--- config.mk ---
export PLATFORM = sky130hd
export DESIGN_NAME = cp0_ctrl_flat
export DESIGN_NICKNAME = d
export VERILOG_FILES = /design/src/rtl/cp0_pkg.sv /design/src/rtl/cp0_ctrl_if.sv /design/src/rtl/cp0_irq_sync.sv /design/src/rtl/cp0_ctrl.sv /design/src/flat_wrapper.sv
export SDC_FILE = /design/constraint.sdc
export NUM_CORES = 1
export LEC_CHECK = 0
export CORE_MARGIN = 5
export CORE_UTILIZATION = 52
export DETAILED_ROUTE_END_ITERATION = 10
export PLACE_DENSITY = 0.81
export SYNTH_ARGS = -nofsm -noshare
export SYNTH_HDL_FRONTEND = slang
export SYNTH_SLANG_ARGS = --single-unit
--- constraint.sdc ---
create_clock -name clk_i -period 2.3 [get_ports clk_i]
set_clock_uncertainty 0.2 [all_clocks]
set_input_delay 0.23 -clock clk_i [delete_from_list [all_inputs] [get_ports clk_i]]
set_output_delay 0.23 -clock clk_i [all_outputs]
set_load 0.1 [all_outputs]
--- src/rtl/cp0_pkg.sv ---
// Shared CP0 definitions: register indices, bit positions, exception codes, vectors, FSM states.
// Latency: n/a (declarations only).
// Backpressure: n/a.
package cp0_pkg;

    // mfc0/mtc0 register select values
    localparam logic [4:0] REG_COUNT   = 5'd9;
    localparam logic [4:0] REG_COMPARE = 5'd11;
    localparam logic [4:0] REG_STATUS  = 5'd12;
    localparam logic [4:0] REG_CAUSE   = 5'd13;
    localparam logic [4:0] REG_EPC     = 5'd14;

    // Status bit positions
    localparam int STATUS_IE    = 0;
    localparam int STATUS_EXL   = 1;
    localparam int STATUS_IM_LO = 8;

    // Cause bit positions
    localparam int CAUSE_EXC_LO  = 2;
    localparam int CAUSE_IP_LO   = 8;
    localparam int CAUSE_HWIP_LO = 10;
    localparam int CAUSE_TIMER   = 15;
    localparam int CAUSE_IV      = 23;

    // ExcCode values
    localparam logic [4:0] EXC_INT = 5'd0;
    localparam logic [4:0] EXC_TR  = 5'd13;

    // Offsets from the vector base
    localparam logic [31:0] VEC_OFS_GEN = 32'h0000_0180;
    localparam logic [31:0] VEC_OFS_INT = 32'h0000_0200;

    typedef enum logic [1:0] {
        ST_RUN     = 2'd0,
        ST_TAKE    = 2'd1,
        ST_HANDLER = 2'd2
    } cp0_state_e;

    // Interrupts use the dedicated vector only when Cause.IV is set.
    function automatic logic [31:0] vec_offset(input logic [4:0] code, input logic iv);
        return ((code == EXC_INT) && iv) ? VEC_OFS_INT : VEC_OFS_GEN;
    endfunction

endpackage

--- src/rtl/cp0_ctrl_if.sv ---
// CP0 <-> core bundle: mtc0/mfc0 access, irq lines, trap/eret events, exception redirect.
// Latency: n/a (wiring only); rd is combinational from addr inside the slave.
// Backpressure: none; all events are single-cycle pulses or levels.
// Ports: we/addr/wd (mtc0), rd (mfc0), irq (async levels), trap/eret (pulses),
//        pc_cur (return PC), exc_take/exc_vec (redirect), exl (handler active).
interface cp0_ctrl_if #(
    parameter int unsigned N_IRQ = 6
);
    logic             we;
    logic [4:0]       addr;
    logic [31:0]      wd;
    logic [31:0]      rd;
    logic [N_IRQ-1:0] irq;
    logic             trap;
    logic [31:0]      pc_cur;
    logic             eret;
    logic             exc_take;
    logic [31:0]      exc_vec;
    logic             exl;

    modport master (
        output we, addr, wd, irq, trap, pc_cur, eret,
        input  rd, exc_take, exc_vec, exl
    );

    modport slave (
        input  we, addr, wd, irq, trap, pc_cur, eret,
        output rd, exc_take, exc_vec, exl
    );
endinterface

--- src/rtl/cp0_irq_sync.sv ---
// Per-bit flop-chain synchroniser for asynchronous level interrupt lines.
// Latency: STAGES clock edges from d_i to q_o.
// Backpressure: none.
// Ports: clk_i, rst_ni (async active-low), d_i (async levels), q_o (synchronised levels).
module cp0_irq_sync #(
    parameter int unsigned WIDTH  = 6,
    parameter int unsigned STAGES = 2
) (
    input  logic             clk_i,
    input  logic             rst_ni,
    input  logic [WIDTH-1:0] d_i,
    output logic [WIDTH-1:0] q_o
);

    logic [WIDTH-1:0] sync_q [STAGES];

    always_ff @(posedge clk_i or negedge rst_ni) begin
        if (!rst_ni) begin
            for (int s = 0; s < STAGES; s++) sync_q[s] <= '0;
        end else begin
            sync_q[0] <= d_i;
            for (int s = 1; s < STAGES; s++) sync_q[s] <= sync_q[s-1];
        end
    end

    assign q_o = sync_q[STAGES-1];

endmodule

--- src/rtl/cp0_ctrl.sv ---
// MIPS-style CP0: Status/Cause/EPC/Count/Compare, irq sync, trap/irq arbitration, exception FSM.
// Latency: event seen at edge n -> exc_take during cycle n+1; irq adds SYNC_STAGES cycles.
// Backpressure: none; new exceptions are held off while EXL=1 (trap kept pending).
// Ports: clk_i, rst_ni (async active-low), bus (cp0_ctrl_if.slave).
module cp0_ctrl
    import cp0_pkg::*;
#(
    parameter int unsigned N_IRQ       = 6,
    parameter int unsigned SYNC_STAGES = 2,
    parameter bit          TIMER_EN    = 1'b1,
    parameter logic [31:0] VEC_BASE    = 32'h0000_0000
) (
    input  logic       clk_i,
    input  logic       rst_ni,
    cp0_ctrl_if.slave  bus
);

    cp0_state_e       state_q, state_d;
    logic [4:0]       code_q, code_d;
    logic             ie_q, ie_d;
    logic             exl_q, exl_d;
    logic [7:0]       im_q, im_d;
    logic             iv_q, iv_d;
    logic [1:0]       swip_q, swip_d;
    logic [4:0]       exccode_q, exccode_d;
    logic [31:0]      epc_q, epc_d;
    logic [31:0]      count_q, count_d;
    logic [31:0]      compare_q, compare_d;
    logic             timer_pend_q, timer_pend_d;
    logic             trap_pend_q, trap_pend_d;

    logic [N_IRQ-1:0] irq_s;
    logic [7:0]       ip;
    logic             int_pend;
    logic             wr_status, wr_cause, wr_epc, wr_count, wr_compare;

    cp0_irq_sync #(
        .WIDTH  (N_IRQ),
        .STAGES (SYNC_STAGES)
    ) u_irq_sync (
        .clk_i  (clk_i),
        .rst_ni (rst_ni),
        .d_i    (bus.irq),
        .q_o    (irq_s)
    );

    assign wr_status  = bus.we && (bus.addr == REG_STATUS);
    assign wr_cause   = bus.we && (bus.addr == REG_CAUSE);
    assign wr_epc     = bus.we && (bus.addr == REG_EPC);
    assign wr_count   = bus.we && (bus.addr == REG_COUNT)   && TIMER_EN;
    assign wr_compare = bus.we && (bus.addr == REG_COMPARE) && TIMER_EN;

    // Cause.IP[15:8]: software bits, live synchronised irq levels, timer folded into bit 15.
    always_comb begin
        ip = '0;
        ip[1:0] = swip_q;
        ip[CAUSE_HWIP_LO - CAUSE_IP_LO +: N_IRQ] = irq_s;
        if (TIMER_EN) ip[CAUSE_TIMER - CAUSE_IP_LO] = ip[CAUSE_TIMER - CAUSE_IP_LO] | timer_pend_q;
    end

    assign int_pend = ie_q && (|(ip & im_q));

    // Count/Compare; a Compare write clears the pending match even if one occurs that cycle.
    always_comb begin
        count_d      = count_q + 32'd1;
        compare_d    = compare_q;
        timer_pend_d = timer_pend_q;
        if (count_q == compare_q) timer_pend_d = 1'b1;
        if (wr_count) count_d = bus.wd;
        if (wr_compare) begin
            compare_d    = bus.wd;
            timer_pend_d = 1'b0;
        end
        if (!TIMER_EN) begin
            count_d      = '0;
            compare_d    = '0;
            timer_pend_d = 1'b0;
        end
    end

    // Register writes and exception FSM; FSM updates override software writes in TAKE.
    always_comb begin
        state_d       = state_q;
        code_d        = code_q;
        ie_d          = ie_q;
        exl_d         = exl_q;
        im_d          = im_q;
        iv_d          = iv_q;
        swip_d        = swip_q;
        exccode_d     = exccode_q;
        epc_d         = epc_q;
        trap_pend_d   = trap_pend_q | bus.trap;
        bus.exc_take  = 1'b0;
        bus.exc_vec   = '0;

        if (wr_status) begin
            ie_d  = bus.wd[STATUS_IE];
            exl_d = bus.wd[STATUS_EXL];
            im_d  = bus.wd[STATUS_IM_LO +: 8];
        end
        if (wr_cause) begin
            iv_d   = bus.wd[CAUSE_IV];
            swip_d = bus.wd[CAUSE_IP_LO +: 2];
        end
        if (wr_epc) epc_d = bus.wd;

        unique case (state_q)
            ST_RUN: begin
                if (!exl_q) begin
                    if (trap_pend_q || bus.trap) begin
                        state_d = ST_TAKE;
                        code_d  = EXC_TR;
                    end else if (int_pend) begin
                        state_d = ST_TAKE;
                        code_d  = EXC_INT;
                    end
                end
            end
            ST_TAKE: begin
                bus.exc_take = 1'b1;
                bus.exc_vec  = VEC_BASE + vec_offset(code_q, iv_q);
                epc_d        = bus.pc_cur;
                exl_d        = 1'b1;
                exccode_d    = code_q;
                // A trap arriving in this very cycle is a new one and stays pending.
                if (code_q == EXC_TR) trap_pend_d = bus.trap;
                state_d      = ST_HANDLER;
            end
            ST_HANDLER: begin
                // Return on eret or when software writes EXL to 0.
                if (bus.eret || !exl_d) begin
                    exl_d   = 1'b0;
                    state_d = ST_RUN;
                end
            end
            default: state_d = ST_RUN;
        endcase
    end

    always_ff @(posedge clk_i or negedge rst_ni) begin
        if (!rst_ni) begin
            state_q      <= ST_RUN;
            code_q       <= '0;
            ie_q         <= 1'b0;
            exl_q        <= 1'b0;
            im_q         <= '0;
            iv_q         <= 1'b0;
            swip_q       <= '0;
            exccode_q    <= '0;
            epc_q        <= '0;
            count_q      <= '0;
            compare_q    <= '0;
            timer_pend_q <= 1'b0;
            trap_pend_q  <= 1'b0;
        end else begin
            state_q      <= state_d;
            code_q       <= code_d;
            ie_q         <= ie_d;
            exl_q        <= exl_d;
            im_q         <= im_d;
            iv_q         <= iv_d;
            swip_q       <= swip_d;
            exccode_q    <= exccode_d;
            epc_q        <= epc_d;
            count_q      <= count_d;
            compare_q    <= compare_d;
            timer_pend_q <= timer_pend_d;
            trap_pend_q  <= trap_pend_d;
        end
    end

    assign bus.exl = exl_q;

    // mfc0 read mux; absent and unimplemented registers read 0.
    always_comb begin
        bus.rd = '0;
        case (bus.addr)
            REG_COUNT:   if (TIMER_EN) bus.rd = count_q;
            REG_COMPARE: if (TIMER_EN) bus.rd = compare_q;
            REG_STATUS: begin
                bus.rd[STATUS_IM_LO +: 8] = im_q;
                bus.rd[STATUS_EXL]        = exl_q;
                bus.rd[STATUS_IE]         = ie_q;
            end
            REG_CAUSE: begin
                bus.rd[CAUSE_IV]          = iv_q;
                bus.rd[CAUSE_IP_LO +: 8]  = ip;
                bus.rd[CAUSE_EXC_LO +: 5] = exccode_q;
            end
            REG_EPC:     bus.rd = epc_q;
            default:     bus.rd = '0;
        endcase
    end

endmodule

--- src/flat_wrapper.sv ---
// flat-port wrapper written by rule: the top's interface ports become plain ports
module cp0_ctrl_flat import cp0_pkg::*;
#(
    parameter int unsigned N_IRQ       = 6,
    parameter int unsigned SYNC_STAGES = 2,
    parameter bit          TIMER_EN    = 1'b1,
    parameter logic [31:0] VEC_BASE    = 32'h0000_0000
)
  (clk_i, rst_ni, bus_we, bus_addr, bus_wd, bus_irq, bus_trap, bus_pc_cur, bus_eret, bus_rd, bus_exc_take, bus_exc_vec, bus_exl);
  cp0_ctrl_if #(.N_IRQ(N_IRQ)) bus_i ();
  input  logic clk_i;
  input  logic rst_ni;
  input wire logic [$bits(bus_i.we)-1:0] bus_we;
  input wire logic [$bits(bus_i.addr)-1:0] bus_addr;
  input wire logic [$bits(bus_i.wd)-1:0] bus_wd;
  input wire logic [$bits(bus_i.irq)-1:0] bus_irq;
  input wire logic [$bits(bus_i.trap)-1:0] bus_trap;
  input wire logic [$bits(bus_i.pc_cur)-1:0] bus_pc_cur;
  input wire logic [$bits(bus_i.eret)-1:0] bus_eret;
  output wire logic [$bits(bus_i.rd)-1:0] bus_rd;
  output wire logic [$bits(bus_i.exc_take)-1:0] bus_exc_take;
  output wire logic [$bits(bus_i.exc_vec)-1:0] bus_exc_vec;
  output wire logic [$bits(bus_i.exl)-1:0] bus_exl;
  assign bus_i.we = bus_we;
  assign bus_i.addr = bus_addr;
  assign bus_i.wd = bus_wd;
  assign bus_i.irq = bus_irq;
  assign bus_i.trap = bus_trap;
  assign bus_i.pc_cur = bus_pc_cur;
  assign bus_i.eret = bus_eret;
  assign bus_rd = bus_i.rd;
  assign bus_exc_take = bus_i.exc_take;
  assign bus_exc_vec = bus_i.exc_vec;
  assign bus_exl = bus_i.exl;
  cp0_ctrl #(.N_IRQ(N_IRQ), .SYNC_STAGES(SYNC_STAGES), .TIMER_EN(TIMER_EN), .VEC_BASE(VEC_BASE)) u_core (.clk_i(clk_i), .rst_ni(rst_ni), .bus(bus_i));
endmodule
==> impl_metrics.csv <==
group,metric,value,unit
critical_path,r2r_slack,0.13,ns
critical_path,critPathMaxFanout,22,
critical_path,worstPathArrival,1.78,ns
clock_tree,htree_levels,4,
pwr,netSwitchingPower,0.00361,W
clock_tree,clock-sinks,127,
critical_path,required,1.87,ns
global_routing,grt_pass1_wl,30900,um
drt,drt_pass1_iterations,5,
cells_and_area,nFillCells,807,
synthesis,syn-cell-area,6820,um2
cells_and_area,antennaDiodeCount,0,
synthesis,ys_seq_elements,127,
pwr,p_comb_share,33.7,%
synthesis,synthCells,669,
critical_path,end_kind,"output pin",
die,die-area,15500,um2
synthesis,synth_area_leader_cell,"dfrtp_1",
sta,rsz0062_at_grt,"no",
clock_tree,cts_tree,"yes",
critical_path,crit_type,"primary input to output pin",
drt,routed_via_density,5.92,
synthesis,synthTopCellsByCount,"127 x dfrtp_1, 61 x nand2_1, 52 x mux2_2",
critical_path,worst_setup_path_start_kind,"primary input",
clock_tree,clk_pin_slew_worst_paths,0.05,ns
pwr,intPower,0.00611,W
clock_tree,cts-buffers-inserted,17,
pwr,p_leak,4.31,nW
placed_design,gp_congestion,0.859,
sta,relSlewSlack,53.0,%
clock_tree,root_buffer,"clkbuf_16",
die,core,12700,um2
global_routing,grt_antenna_before_repair,0,
die,initial_core_util,53.6,%
sta,whs,0.0520,ns
worst_hold_path,hold_path.class,"primary input to flop",
placed_design,dp_hpwl,13200,um
die,rows,41,
cells_and_area,drive_gt1_share,24.4,%
die,num_io_pins,146,
synthesis,synth_area_leaders,"dfrtp_1 47%, mux2_2 8.6%, mux2i_1 4.8%",
drt,vias,5803,
placed_design,dpl.cell_count,942,
sta,fin_crit_sh,95.9,%
pwr,clkPwrFrac,28.1,%
sta,worst_slew_pin_slew,0.705,ns
sta,finalHoldViolations,0,
drt,drt_iter0_drc,690,
clock_tree,clock_latency,0.42,ns
global_routing,grt_max_degree,128,
cells_and_area,final_cells,980,
synthesis,synth_edf_count,0,
synthesis,async_flop_share,100,%
die,fp.dieH,125,um
pwr,p_seq_share,38.1,%
pwr,vdd_drop_max,0.875,mV
cells_and_area,syn2layout_area_growth,38.3,%
drt,wl_per_cell,19.9,um
synthesis,synth-main-ff-cell,"dfrtp_1",
drt,drc,0,
pwr,p_sw_share,37.1,%
pwr,power.density,1030,nW/um2
synthesis,synth_most_common_cell,"dfrtp_1",
sta,min_period,2.21,ns
clock_tree,clockBufferDepth,2,
sta,max_freq,0.453,GHz
global_routing,grt_pass1_vias,6057,
global_routing,overflow,0,
synthesis,yosysSeqAreaShare,46.6,%
run,maxCapViolations,0,
synthesis,ys_warn_count,0,
synthesis,syn_avg_cell_area,10.2,um2
die,die_x,125,um
cells_and_area,nets,881,
synthesis,yosysTopAreaCellShare,46.6,%
sta,slew_viol_final,0,
drt,drt-total-wl,19500,um
global_routing,grt_use_total,24.6,%
drt,route.antenna.remaining_nets,0,
placed_design,portBuffers,116,
synthesis,synth.distinct_cells,43,
run_status,outcome,"finished clean",
sta,setup_viol,0,
## worst max-delay path: stages
cell and delay, ns:
clkbuf_2 0.20, nand3b_1 0.19, buf_4 0.19, nor2_2 0.27, buf_12 0.22, a22oi_1 0.16, nand2_2 0.12, buf_12 0.17
## through the flow
stage	setup WS, ns	power (W)	util [%]	instance area, um2	setup TNS [ns]
after detailed placement	-0.250	0.00691	68.4	8700	-12.72
after global routing	0.0287	0.0102	74.2	9440	0
after global placement	-0.202	0.00674	68.4	8700	-5.74
final	0.0933	0.00972	74.2	9440	0
after floorplan	-0.240	0.00591	-	7020	-0.240
after CTS	-0.0394	0.00969	73.7	9370	-0.176
## power groups by stage
| stage | logic [W] | registers, W | clock network (W) |
|---|---|---|---|
| 2_1_floorplan | 0.00245 | 0.00346 | 0 |
| 3_3_place_gp | 0.00311 | 0.00363 | 0 |
| 3_5_place_dp | 0.00322 | 0.00369 | 0 |
| 4_1_cts | 0.00326 | 0.00367 | 0.00276 |
| 5_1_grt | 0.00353 | 0.00378 | 0.00286 |
| 6_report | 0.00328 | 0.00370 | 0.00273 |
## per-layer routing
metal / vias up / global-route usage (%) / wire, um
li1: 2567 / - / -
met1: 2862 / 29.9 / 7670
met2: 319 / 40.7 / 9540
met3: 55 / 7.98 / 1720
met4: 0 / 9.41 / 613
met5: - / 0 / 0
## cells by family (layout without fill, tap and decap cells)
| logic type | Yosys count | in the layout | share of synthesized area (%) |
|---|---|---|---|
| AOI/OAI and AO/OA | 121 | 121 | 11.6 |
| xor gates and xnor gates | 62 | 62 | 7.96 |
| adders and majority gates | 5 | 5 | 0.917 |
| buffers and inverters | 98 | 209 | 7.15 |
| DFF | 127 | 127 | 46.6 |
| muxes | 87 | 87 | 13.8 |
| other | 1 | 29 | 0.0550 |
| and+or+nand+nor | 168 | 168 | 12.0 |
## flip-flops by register name (all words and copies together), names as in the netlist
signal                    cells
u_core.iv_q                   1
u_core.count_q               32
u_core.ie_q                   1
u_core.timer_pend_q           1
u_core.swip_q                 2
u_core.u_irq_sync.q_o         6
u_core.epc_q                 32
u_core.exccode_q              1
u_core.state_q                2
u_core.compare_q             32
u_core.code_q                 1
u_core.im_q                   8
u_core.trap_pend_q            1
u_core.bus.exl                1
u_core.u_irq_sync.sync_q      6
## what timing repair did
action	in CTS	in global routing
buffers inserted	1	1
cloned	1	3
pin swaps	14	3
hold buffers	1	0
gates resized for setup	9	9
endpoints found under the hold margin	127	0
endpoints found under the setup margin	32	32
## placed cells by master, fill, tap and decap left out, drive strengths merged, types with 2 or more instances in the layout
cell,count
a21o,2
a21oi,35
a222oi,19
a22oi,24
and2,2
and3,5
and4,4
buf,73
bufinv,3
clkbuf,27
clkdlybuf4s50,73
clkinv,3
conb,29
dfrtp,127
dlymetal6s2s,3
ha,5
inv,25
mux2,54
mux2i,33
nand2,61
nand2b,2
nand3,20
nand4,19
nor2,39
nor3,4
nor4,6
o21ai,35
xnor2,36
xor2,26
## cell type report
type                    instances  area, um2  share of cell area, %
multi-input cells             472       3370                   35.7
flip-flops and latches        127       3180                   33.7
repair buffers                153       1980                   21.0
clock buffers                  25        495                   5.25
well taps                     172        215                   2.28
clock inverters                 6        105                   1.11
inverters                      25       93.8                  0.994
## path summary, 6_finish.rpt
check / endpoint / cells past startpoint / start
max in group asynchronous: u_core.count_q[6] / 3 / rst_ni
setup reg to reg: u_core.state_q[0] / 4 / u_core.im_q[0]
min in group asynchronous: u_core.u_irq_sync.sync_q[10] / 3 / rst_ni
setup / recovery: bus_rd[10] / 8 / bus_addr[0]
hold reg to reg: u_core.u_irq_sync.q_o[4] / 0 / u_core.u_irq_sync.sync_q[10]
hold / removal: u_core.u_irq_sync.sync_q[7] / 1 / bus_irq[1]
No activity file was read; power rests on OpenSTA's default activity.
